## config.mk

```make
export PLATFORM = sky130hd
export DESIGN_NAME = bus_arbiter
export DESIGN_NICKNAME = d
export VERILOG_FILES = /design/src/rtl/bus_pkg.sv /design/src/rtl/bus_timeout_counter.sv /design/src/rtl/bus_arbiter.sv
export SDC_FILE = /design/constraint.sdc
export NUM_CORES = 1
export LEC_CHECK = 0
export ABC_AREA = 0
export CELL_PAD_IN_SITES_DETAIL_PLACEMENT = 1
export CELL_PAD_IN_SITES_GLOBAL_PLACEMENT = 2
export CORE_MARGIN = 2
export CORE_UTILIZATION = 30
export CTS_CLUSTER_SIZE = 8
export DETAILED_ROUTE_END_ITERATION = 6
export GPL_TIMING_DRIVEN = 0
export PLACE_DENSITY = 0.75
export SETUP_SLACK_MARGIN = 0.15
export SLEW_MARGIN = 20
export SYNTH_ARGS = -nofsm -noshare
export SYNTH_HDL_FRONTEND = slang
export SYNTH_HIERARCHICAL = 1
export SYNTH_SLANG_ARGS = --single-unit
```

## constraint.sdc

```tcl
create_clock -name clk -period 2.5 [get_ports clk]
set_clock_uncertainty 0.2 [all_clocks]
set_input_delay 0.375 -clock clk [delete_from_list [all_inputs] [get_ports clk]]
set_output_delay 0.375 -clock clk [all_outputs]
set_load 0.005 [all_outputs]
```

## src/rtl/bus_pkg.sv

```systemverilog
// Shared definitions for the serial-bus arbiter.
//   bus_state_e   : arbiter FSM states (IDLE / BUSY / TURN)
//   master_sel_t  : 3-bit master select code driven to the interconnect
//   slave_sel_t   : 3-bit slave select code driven to the interconnect
//   SEL_*         : select-code constants (0 always means "nobody selected")
//   slave_id_valid: legal target check for a requested slave ID
package bus_pkg;

    typedef enum logic [1:0] {
        ST_IDLE = 2'd0,
        ST_BUSY = 2'd1,
        ST_TURN = 2'd2
    } bus_state_e;

    typedef logic [2:0] master_sel_t;
    typedef logic [2:0] slave_sel_t;

    localparam master_sel_t SEL_NONE = 3'd0;
    localparam master_sel_t SEL_M1   = 3'd1;
    localparam master_sel_t SEL_M2   = 3'd2;
    localparam slave_sel_t  SEL_S1   = 3'd1;
    localparam slave_sel_t  SEL_S2   = 3'd2;
    localparam slave_sel_t  SEL_S3   = 3'd3;

    // Slave IDs are 1-based; 0 is the "none" code and can never be a target.
    function automatic logic slave_id_valid(input logic [2:0] id, input int num_slaves);
        return (id != 3'd0) && (int'(id) <= num_slaves);
    endfunction

endpackage

```

## src/rtl/bus_timeout_counter.sv

```systemverilog
// Watchdog counter for a single bus tenure.
//   clk     : clock, rising edge
//   rstN    : synchronous reset, active-low
//   clear   : force count back to zero (has priority over enable)
//   enable  : advance the count by one this cycle
//   expire  : high while enabled and the count sits at TIMEOUT-1, i.e. during
//             the TIMEOUT-th enabled cycle since the last clear
// The count saturates at TIMEOUT-1 rather than wrapping, so a missed clear can
// never make the watchdog silently re-arm.
module bus_timeout_counter #(
    parameter int TIMEOUT = 1024
) (
    input  logic clk,
    input  logic rstN,
    input  logic clear,
    input  logic enable,
    output logic expire
);

    localparam int CW = $clog2(TIMEOUT);
    localparam logic [CW-1:0] LAST = CW'(TIMEOUT - 1);

    logic [CW-1:0] count_reg;
    logic [CW-1:0] count_next;

    always_comb begin
        count_next = count_reg;
        if (clear) begin
            count_next = '0;
        end else if (enable && (count_reg != LAST)) begin
            count_next = count_reg + 1'b1;
        end
    end

    always_ff @(posedge clk) begin
        if (!rstN) begin
            count_reg <= '0;
        end else begin
            count_reg <= count_next;
        end
    end

    assign expire = enable && (count_reg == LAST);

endmodule

```

## src/rtl/bus_arbiter.sv

```systemverilog
// Round-robin arbiter for the shared serial bus.
//   clk        : clock, rising edge
//   rstN       : synchronous reset, active-low
//   m_req      : per-master level request, held until granted
//   m_slave_id : per-master target slave code, only looked at while arbitrating
//   m_done     : per-master release pulse, only the owner's bit is honoured
//   m_grant    : registered one-hot grant to the current owner
//   m_err      : registered 1-cycle pulse: bad slave ID rejected, or watchdog fired
//   master     : registered master select code (0 = none, i+1 = master i)
//   slave      : registered slave select code  (0 = none, 1..NUM_SLAVES)
// A tenure runs IDLE -> BUSY -> TURN -> IDLE; TURN is the one idle
// turnaround cycle between owners. Every output comes straight from a flop.
import bus_pkg::*;

module bus_arbiter #(
    parameter int NUM_MASTERS = 2,
    parameter int NUM_SLAVES  = 3,
    parameter int TIMEOUT     = 1024
) (
    input  logic                        clk,
    input  logic                        rstN,
    input  logic [NUM_MASTERS-1:0]      m_req,
    input  logic [NUM_MASTERS-1:0][2:0] m_slave_id,
    input  logic [NUM_MASTERS-1:0]      m_done,
    output logic [NUM_MASTERS-1:0]      m_grant,
    output logic [NUM_MASTERS-1:0]      m_err,
    output master_sel_t                 master,
    output slave_sel_t                  slave
);

    bus_state_e                 state_reg,  state_next;
    logic [NUM_MASTERS-1:0]     grant_reg,  grant_next;
    logic [NUM_MASTERS-1:0]     err_reg,    err_next;
    master_sel_t                master_reg, master_next;
    slave_sel_t                 slave_reg,  slave_next;
    // Index of the most recently granted master; the search for the next
    // winner starts just after it. Reset points at the last master so that
    // master 1 wins the first tie.
    logic [2:0]                 last_idx_reg, last_idx_next;

    logic [NUM_MASTERS-1:0]     id_ok;
    logic [NUM_MASTERS-1:0]     cand;
    logic [NUM_MASTERS-1:0]     rejected;

    logic                       win_found;
    logic [2:0]                 win_idx;
    logic [NUM_MASTERS-1:0]     win_onehot;
    slave_sel_t                 win_slave;

    logic                       owner_done;
    logic                       expire;

    // ------------------------------------------------------------------
    // Request qualification: only requests with a legal target compete.
    // ------------------------------------------------------------------
    for (genvar gi = 0; gi < NUM_MASTERS; gi++) begin : g_id_check
        assign id_ok[gi]    = slave_id_valid(m_slave_id[gi], NUM_SLAVES);
        assign cand[gi]     = m_req[gi] &  id_ok[gi];
        assign rejected[gi] = m_req[gi] & ~id_ok[gi];
    end

    // ------------------------------------------------------------------
    // Round-robin pick: walk the masters starting one past the last winner
    // and take the first qualified candidate.
    // ------------------------------------------------------------------
    always_comb begin
        win_found  = 1'b0;
        win_idx    = '0;
        win_onehot = '0;
        win_slave  = SEL_NONE;
        for (int k = 1; k <= NUM_MASTERS; k++) begin
            for (int j = 0; j < NUM_MASTERS; j++) begin
                if (!win_found && cand[j] &&
                    (j == ((int'(last_idx_reg) + k) % NUM_MASTERS))) begin
                    win_found     = 1'b1;
                    win_idx       = 3'(j);
                    win_onehot[j] = 1'b1;
                    win_slave     = m_slave_id[j];
                end
            end
        end
    end

    // Release requests from anyone but the owner are ignored.
    assign owner_done = |(m_done & grant_reg);

    // ------------------------------------------------------------------
    // Tenure watchdog: runs only while BUSY, cleared everywhere else.
    // ------------------------------------------------------------------
    bus_timeout_counter #(
        .TIMEOUT (TIMEOUT)
    ) u_timeout (
        .clk    (clk),
        .rstN   (rstN),
        .clear  (state_reg != ST_BUSY),
        .enable (state_reg == ST_BUSY),
        .expire (expire)
    );

    // ------------------------------------------------------------------
    // FSM and output next-state logic.
    // ------------------------------------------------------------------
    always_comb begin
        state_next    = state_reg;
        grant_next    = grant_reg;
        master_next   = master_reg;
        slave_next    = slave_reg;
        last_idx_next = last_idx_reg;
        err_next      = '0;

        case (state_reg)
            ST_IDLE: begin
                // A rejected requester is flagged every cycle it keeps
                // asking with a bad ID, independent of who else wins.
                err_next    = rejected;
                grant_next  = '0;
                master_next = SEL_NONE;
                slave_next  = SEL_NONE;
                if (win_found) begin
                    state_next    = ST_BUSY;
                    grant_next    = win_onehot;
                    master_next   = win_idx + 3'd1;
                    slave_next    = win_slave;
                    last_idx_next = win_idx;
                end
            end

            ST_BUSY: begin
                // Selects stay frozen; requests and IDs are not looked at.
                // A release in the watchdog's final cycle counts as a clean
                // release, so done is tested first.
                if (owner_done || expire) begin
                    state_next  = ST_TURN;
                    grant_next  = '0;
                    master_next = SEL_NONE;
                    slave_next  = SEL_NONE;
                    if (!owner_done) begin
                        err_next = grant_reg;
                    end
                end
            end

            ST_TURN: begin
                state_next  = ST_IDLE;
                grant_next  = '0;
                master_next = SEL_NONE;
                slave_next  = SEL_NONE;
            end

            default: begin
                state_next  = ST_IDLE;
                grant_next  = '0;
                master_next = SEL_NONE;
                slave_next  = SEL_NONE;
            end
        endcase
    end

    always_ff @(posedge clk) begin
        if (!rstN) begin
            state_reg    <= ST_IDLE;
            grant_reg    <= '0;
            err_reg      <= '0;
            master_reg   <= SEL_NONE;
            slave_reg    <= SEL_NONE;
            last_idx_reg <= 3'(NUM_MASTERS - 1);
        end else begin
            state_reg    <= state_next;
            grant_reg    <= grant_next;
            err_reg      <= err_next;
            master_reg   <= master_next;
            slave_reg    <= slave_next;
            last_idx_reg <= last_idx_next;
        end
    end

    assign m_grant = grant_reg;
    assign m_err   = err_reg;
    assign master  = master_reg;
    assign slave   = slave_reg;

endmodule

```

==> metrics, run 1 <==
setup tns final=0 ns; kind of critical path=reg -> reg; EDFF count, synth=0; Netlist cell types=46; Tcrit/Tclk final=0.8643; P per Cell Area=505.6 nW/um^2; Synth top area share=0.3898; Die H=65.37 um; PortBufs=20; Nets=163; clock insertion delay at the later pin of the skew report=0.26 ns; clk sinks=22; die area=4273 um^2; I/O pins=22; CTS Buffer Depth=2; Crit Path Max Fanout=11; crit end category=flop; cell family with most CP delay=simple AND/OR/NAND/NOR gates; total gr overflow=0; DRT Wirelength=3070 um; Reg area=440.4 um^2; Area contributors post-synth=dfxtp_1 (39%), nand3_1 (4.4%), and3_1 (3.3%); CTS H-Tree Depth=1; vias=1,076; DR iter-0 viols=38; proportion of layout cells with a drive suffix above 1=0.1141; Syn Nets=138; initial core utilization=0.3110; post-synthesis sequential area ratio=0.3898; Fillers=449; WP data required=2.50 ns; maximum capacitance violations=0; cell with the largest stage delay on the worst path=dfxtp_1; number of global-route vias before repair=1,088; CP max stage delay=0.33 ns; first-pass iteration count of the detailed router=4; Synth area leader=dfxtp_1; core area=3633 um^2; initial antenna violation count=0; Mapped Cells=125; Core Rows=22; Residual DRC=0; Placer Congestion=0.7730; Leakage=0.0005115 uW; post-DR wirelength/cell=15.58 um; first-pass GRT wire length=5278 um; Vias per Instance=5.462; max reg flops=10; clock slew at reported path FFs=0.09 ns; post-synthesis async set-or-reset flop share=0; DP Cell Count=193; DP HPWL=2263 um; largest net degree at the start of global routing=13; pre-CTS WS=0.3296 ns; run status=finished clean; Num CTS Buffers=3; GRT Total Usage=0.1590; CTS tree=done; Slew Limit Fails=0; crit start category=flop; max frequency=462.8 MHz; Final ANT Viol Nets=0; Syn Area/Cell=9.039 um^2; Fin. Hold Viols=0; Final setup violation count=0; Hold Path Class=reg -> reg; final setup margin=0.3391 ns; Mapped Area=1130 um^2; peak supply drop=0.2076 mV; RSZ-0062 raised after global routing=no; top_reg_cell synth=dfxtp_1; WP data arrival=2.16 ns; Layout Utilization=0.3984; Cell Chain, Critical Path=nand2b_1 > inv_4 > nand3_1 > nor3_1 > a221o_1 > and3_1 > nand3_1 > o21ai_1; Yosys warnings=6; FF+latch count, synth=22; Buffers & Inverters on Critical Path=1; diodes inserted=0; most frequent CP cell=nand3_1; Final Critical Period=2.161 ns; Multi-input gate area=646.9 um^2; root buffer cell=clkbuf_8; final non-filler cell total=197; Layout area overhead=28.13%; Die Width=65.37 um
-- Yosys cell counts, types with 2 or more instances --
cell type   n
o21ai_1     4
o21a_1      2
dfxtp_1    22
o21ai_0     3
and4_1      4
mux2i_1     2
clkbuf_1    2
a21oi_1     6
nand2_1    10
nor3_1      4
a211oi_1    2
o211ai_1    3
a32oi_1     2
inv_2       2
a22oi_1     2
a31oi_1     3
nand3_1    10
and3_1      6
nand2b_1    4
nand4_1     2
a21boi_1    4
nor2_1      2
-- area by class of cell --
class | count | share of cell area
tap | 48 | 0.04149
clock buffer | 4 | 0.03803
timing repair buffer | 20 | 0.1383
buffer | 5 | 0.02161
multi-input combinational | 95 | 0.4468
inverter | 3 | 0.009507
sequential | 22 | 0.3042
-- final timing paths --
path,start,to,slack (ns),cells after the start
hold reg to reg,master[0]$_SDFFE_PN0P_,master[0]$_SDFFE_PN0P_,0.26,2
hold / removal,master[0]$_SDFFE_PN0P_,master[0]$_SDFFE_PN0P_,0.26,2
setup / recovery,state_reg[1]$_SDFFE_PN0P_,m_err[0]$_SDFF_PN0_,0.34,8
setup reg to reg,state_reg[1]$_SDFFE_PN0P_,m_err[0]$_SDFF_PN0_,0.34,8
-- metrics by stage --
stage / total power [uW] / cell area, um^2 / hold slack (ns)
after CTS: 738.2 / 1445 / 0.2629
after global routing: 767.9 / 1448 / 0.2988
after global placement: 472.8 / 1390 / 0.2491
final: 731.9 / 1448 / 0.2594
after detailed placement: 475.6 / 1390 / 0.2499
after floorplan: 425.6 / 1130 / 0.2514
-- cells in the final DEF (no fill, tap or decap), drive strengths merged, types with 3 or more instances in the layout --
cell,netlist,routed
clkbuf,2,6
nor3,4,4
a31oi,3,3
and3,6,6
and4,4,4
a21boi,4,4
nand2b,4,4
buf,3,3
inv,3,3
o21ai,7,7
nand3,11,11
nor2,3,3
nand2,10,10
dfxtp,22,22
clkdlybuf4s50,0,20
a211oi,3,3
nand4,3,3
a21oi,6,6
o211ai,3,3
-- metal layers --
layer,part of all wire,track usage,vias up
met5,0,0,-
met4,0.0075,0.05469,0
met3,0.023,0.01541,2
met2,0.46,0.2564,13
met1,0.51,0.2216,537
li1,-,-,524
-- report_power, final --
group	switching [uW]	internal (uW)	total (uW)
logic	50.8	49.8	101
registers	7.33	360	368
clock network	123	140	264
-- logic make-up after synthesis --
kind of cell	Yosys count	share of synthesized area
multiplexers	2	0.01772
AND/OR/NAND/NOR	52	0.2824
flip-flops	22	0.3898
adder cells (fa/ha/maj)	1	0.01107
other	1	0.003319
AO/OA/AOI/OAI	39	0.2580
buffers and inverters	8	0.03765
-- worst register-to-register path: cells and delay by family (launching register included) --
kind                   cells  cell delay, ns
flip-flops                 1            0.33
AO/OA/AOI/OAI              2            0.31
buffers and inverters      1            0.19
AND/OR/NAND/NOR            5            1.06
-- repair_timing --
| item | in CTS | in global routing |
|---|---|---|
| buffers inserted | 0 | 0 |
| gates resized for setup | 0 | 1 |
| hold buffers | 0 | 0 |
| endpoints found under the setup margin | 0 | 1 |
Power figures use the tool's default switching activity.
==> inputs of run 2 (changes only) <==
Settings changed: SKIP_LAST_GASP from default to 1.
==> results of run 2 <==
The final DEF is identical to that of run 1; final timing and power are the same.
